==> src/rtl/xor_share_arbiter.sv <==
// rtl/xor_share_arbiter.sv - round-robin arbiter sharing one combinational XOR unit between two requesters
module xor_share_arbiter #(
  parameter int DW = 8
) (
  input  logic          clk,
  input  logic          rst_n,
  input  logic          req0_valid,
  input  logic [DW-1:0] req0_a,
  input  logic [DW-1:0] req0_b,
  output logic          req0_ready,
  output logic          rsp0_valid,
  output logic [DW-1:0] rsp0_data,
  input  logic          rsp0_ack,
  input  logic          req1_valid,
  input  logic [DW-1:0] req1_a,
  input  logic [DW-1:0] req1_b,
  output logic          req1_ready,
  output logic          rsp1_valid,
  output logic [DW-1:0] rsp1_data,
  input  logic          rsp1_ack,
  output logic [DW-1:0] xor_a,
  output logic [DW-1:0] xor_b,
  input  logic [DW-1:0] xor_z,
  output logic          busy
);

  typedef enum logic [1:0] {IDLE, EXEC, RESP} state_t;

  state_t        state, state_nxt;
  logic [DW-1:0] op_a, op_b, result;
  logic [DW-1:0] rsp0_q, rsp1_q;
  logic          grant_id, last_grant;
  logic          grant, accept, ack;

  // Round-robin pick: a lone requester wins; on contention, the one not served last
  always_comb begin
    grant = ~last_grant;
    if (req0_valid && !req1_valid)      grant = 1'b0;
    else if (req1_valid && !req0_valid) grant = 1'b1;
  end

  // Ready is combinational from IDLE; gated by rst_n so nothing is offered while reset is held
  always_comb begin
    req0_ready = rst_n && (state == IDLE) && req0_valid && !grant;
    req1_ready = rst_n && (state == IDLE) && req1_valid &&  grant;
    accept     = req0_ready || req1_ready;
    ack        = (state == RESP) && (grant_id ? rsp1_ack : rsp0_ack);
    rsp0_valid = (state == RESP) && !grant_id;
    rsp1_valid = (state == RESP) &&  grant_id;
    rsp0_data  = rsp0_valid ? result : rsp0_q;
    rsp1_data  = rsp1_valid ? result : rsp1_q;
    xor_a      = op_a;
    xor_b      = op_b;
    busy       = (state != IDLE);
  end

  // Next-state logic: one EXEC cycle, RESP holds until the granted requester acks
  always_comb begin
    state_nxt = state;
    case (state)
      IDLE:    if (accept) state_nxt = EXEC;
      EXEC:    state_nxt = RESP;
      RESP:    if (ack) state_nxt = IDLE;
      default: state_nxt = IDLE;
    endcase
  end

  // State register
  always_ff @(posedge clk or negedge rst_n) begin
    if (!rst_n) state <= IDLE;
    else        state <= state_nxt;
  end

  // Datapath: latch operands on accept, capture XOR result, retire into per-requester hold register
  always_ff @(posedge clk or negedge rst_n) begin
    if (!rst_n) begin
      op_a       <= '0;
      op_b       <= '0;
      result     <= '0;
      rsp0_q     <= '0;
      rsp1_q     <= '0;
      grant_id   <= 1'b0;
      last_grant <= 1'b1;
    end else begin
      case (state)
        IDLE: if (accept) begin
          op_a     <= grant ? req1_a : req0_a;
          op_b     <= grant ? req1_b : req0_b;
          grant_id <= grant;
        end
        EXEC: result <= xor_z;
        RESP: if (ack) begin
          last_grant <= grant_id;
          if (grant_id) rsp1_q <= result;
          else          rsp0_q <= result;
        end
        default: ;
      endcase
    end
  end

endmodule

==> config.mk <==
export PLATFORM = sky130hd
export DESIGN_NAME = xor_share_arbiter
export DESIGN_NICKNAME = d
export VERILOG_FILES = /design/src/rtl/xor_share_arbiter.sv
export SDC_FILE = /design/constraint.sdc
export NUM_CORES = 1
export LEC_CHECK = 0
export BUFFER_PORTS_ARGS = -buffer_cell sky130_fd_sc_hd__buf_2
export CORE_AREA = 2 2 69 71
export CTS_CLUSTER_SIZE = 40
export DETAILED_ROUTE_END_ITERATION = 6
export DIE_AREA = 0 0 71 73
export GPL_TIMING_DRIVEN = 0
export PLACE_DENSITY_LB_ADDON = 0.15
export SYNTH_ARGS = -nofsm -noshare
export SYNTH_HDL_FRONTEND = slang
export SYNTH_SLANG_ARGS = --single-unit
==> constraint.sdc <==
create_clock -name clk -period 2.6 [get_ports clk]
set_input_delay 0.26 -clock clk [delete_from_list [all_inputs] [get_ports clk]]
set_output_delay 0.26 -clock clk [all_outputs]
set_load 0.01 [all_outputs]
==> flow_summary.ini <==
[synth]
synth.avg_cell_area_um2 = 11.5
yosys_warnings = 0
synth_seq_cells = 44
ys.flop_type = dfrtp_1
synth_most_common_cell = dfrtp_1
synth_compound_area_frac = 0.0741
yosys.area_share.simple = 0.145
synthXorXnorAreaFrac = 0
synth-seq-area-share = 0.531
muxShareOfSynthArea = 0.222
synthCells = 180
ys_top_cells_by_count = dfrtp_1 (43), mux2_2 (40), nand2_1 (34)
yosysTopAreaCellShare = 0.518
synth_top_family_by_area = multiplexers
synthAdderAreaFrac = 0
synth_area_leaders = dfrtp_1 (52%), mux2_2 (22%), nand2_1 (6.1%)
async_reset_ff_frac = 1.00
yosysTopAreaCell = dfrtp_1
synth_edf_count = 0
netlist_area_mm2 = 0.00208
synth_nets = 226
synthDistinctLibCells = 26

[global_routing]
first_global_vias = 1533
grt_first_pass_wirelength_um = 7260
grt_usage = 0.181
grt-ovfl-total = 0
antenna_found_initial = 0
grt_max_degree = 46

[drt]
routed-wl-met3_um = 308
post_drt_wl_per_cell_um = 13.4
wl_met2_um = 2100
drc = 0
top_layer = met4
wirelength_um = 4330
vias = 1585
drtIter0Drc = 77
drt-met1-wl_um = 1870
first_pass_iters = 4
ant_nets = 0
via_per_inst = 4.91

[clock_network]
cts_root_buf = clkbuf_8
clk_latency_ns = 0.29
cts_tree = yes
numCtsBuffers = 5
cts_resized = 0
cts_max_path_buffers = 2
post-cts-setup-buffer-count = 0
hold_buffers = 0
clk_pin_slew_worst_paths_ns = 0.08
cts-htree-levels = 2
cts_num_sinks = 44

[cells_and_area]
drive_above_1_share = 0.535
antenna_cells = 0
seq_area_mm2 = 0.00110
fin_area_mm2 = 0.00263
stdcell_count = 323
multi_input_area_um2 = 915
fill_cells = 398
finalNetCount = 315
fin_util = 0.580
area_growth_pct = 26.7

[worst_setup_path]
max_stage_delay_ns = 0.42
rr_worst_depth = 3
r2r_start = state[0]$_DFFE_PN0P_
cp.required_ns = 2.34
cp_slowest_cell = dfrtp_1
reg2reg_slack_ns = 1.02
cp_top_family = simple AND/OR/NAND/NOR gates
crit_path_max_fanout = 9
crit_end = rsp0_data[4]
crit_buf_inv = 1
crit_start = state[0]$_DFFE_PN0P_
crit_chain = nand2b_4, nor2_2, mux2_2, buf_2
worst-path-stages = 4
crit_arrival_ns = 1.81
crit_type = reg -> out
r2r-end = rsp0_q[1]$_DFFE_PN0P_
cp-end-kind = output port
cp-start-kind = register

[sta]
worst_pin_slew_ns = 0.957
slew_violations = 0
min_period_ns = 2.07
setup_viol = 0
fin_setup_tns_ns = 0
fin_skew_ns = 0.00803
min_period_over_period = 0.797
relSlewSlack = 0.362
fmaxAchievable_mhz = 483
setup_ws_ns = 0.529
finalHoldViolCount = 0
rsz0062_at_grt = false

[run]
maxCapViolations = 0

[floorplan]
floorplan.initialDensity = 0.458
fp-row-count = 25
ios = 83
core-area_mm2 = 0.00454
die_w_um = 71
die_height_um = 73
die_area_mm2 = 0.00518

[placement]
hpwl_um = 3080
gp_congestion = 0.753
place_inst = 316
dp_slack_ns = 0.290
place_area_mm2 = 0.00255
port-buffer-count = 82

[power_and_ir_drop]
p_seq_frac = 0.410
comb_power_share = 0.461
internal_power_mw = 1.94
ir_drop_mv = 0.439
p_switching_mw = 1.10
p_clk_frac = 0.129
swShare = 0.363
p_per_area_mw_per_mm2 = 1150
leakagePower_nw = 1.31

[hold_path]
hold_class = in -> async

[run_status]
status = finished clean
==> cell type report <==
type | count | share of cell area
multi-input cells | 127 | 0.347
clock inverters | 1 | 0.00190
flip-flops and latches | 44 | 0.419
clock buffers | 6 | 0.0276
repair buffers | 82 | 0.156
inverters | 2 | 0.00285
well taps | 54 | 0.0257
plain buffers | 7 | 0.0200
==> per-stage QoR <==
stage          hold WS, ns  total power, mW
4_1_cts              0.150             3.09
5_1_grt              0.187             3.29
3_3_place_gp         0.480             2.65
3_5_place_dp         0.474             2.68
2_1_floorplan      -0.0356             2.16
6_report             0.118             3.04
==> cells by family after synthesis <==
kind of cell,Yosys count
simple gates,63
compound gates,23
mux,41
buf+inv,9
flops,44
==> power by group through the flow <==
stage               clock network (mW)  logic, mW  registers (mW)
floorplan                            0      0.894            1.27
global placement                     0       1.40            1.25
detailed placement                   0       1.42            1.26
CTS                              0.415       1.43            1.25
global route                     0.448       1.55            1.30
finish                           0.393       1.40            1.25
==> worst min path at each step <==
stage	start	endpoint	slack [ns]
3_3_place_gp	rst_n	result[4]$_DFFE_PN0N_	0.48
6_report	rst_n	result[4]$_DFFE_PN0N_	0.12
3_5_place_dp	rst_n	rsp1_q[4]$_DFFE_PN0P_	0.47
4_1_cts	rst_n	rsp1_q[4]$_DFFE_PN0P_	0.15
5_1_grt	xor_z[4]	result[4]$_DFFE_PN0N_	0.19
2_1_floorplan	rst_n	grant_id$_DFFE_PN0P_	-0.04
==> cells in the final DEF, fill, tap and decap left out, types with 2 or more instances in the layout <==
master,n
dfrtp_1,43
nand2_1,34
a21o_1,2
mux2_2,40
clkbuf_8,5
nor2_1,17
buf_2,85
buf_6,2
a31oi_1,16
buf_4,2
a21oi_1,2
and2b_1,3
inv_1,2
==> state kept, by name (all words and copies together), names as in the netlist <==
name / flops
grant_id: 1
last_grant: 1
result: 8
rsp0_q: 8
rsp1_q: 8
state: 2
xor_a: 8
xor_b: 8
==> per-layer routing <==
| metal | vias to the layer above | global-route usage |
|---|---|---|
| met5 | - | 0 |
| met4 | 0 | 0.0503 |
| met3 | 6 | 0.0539 |
| met2 | 59 | 0.289 |
| met1 | 722 | 0.241 |
| li1 | 798 | - |
==> worst reg2reg max path, stage by stage, from the launching register on <==
cell	delay [ns]
dfrtp_1	0.42
nand2b_4	0.17
nor3b_4	0.48
mux2_2	0.40
Power figures use the tool's default switching activity.
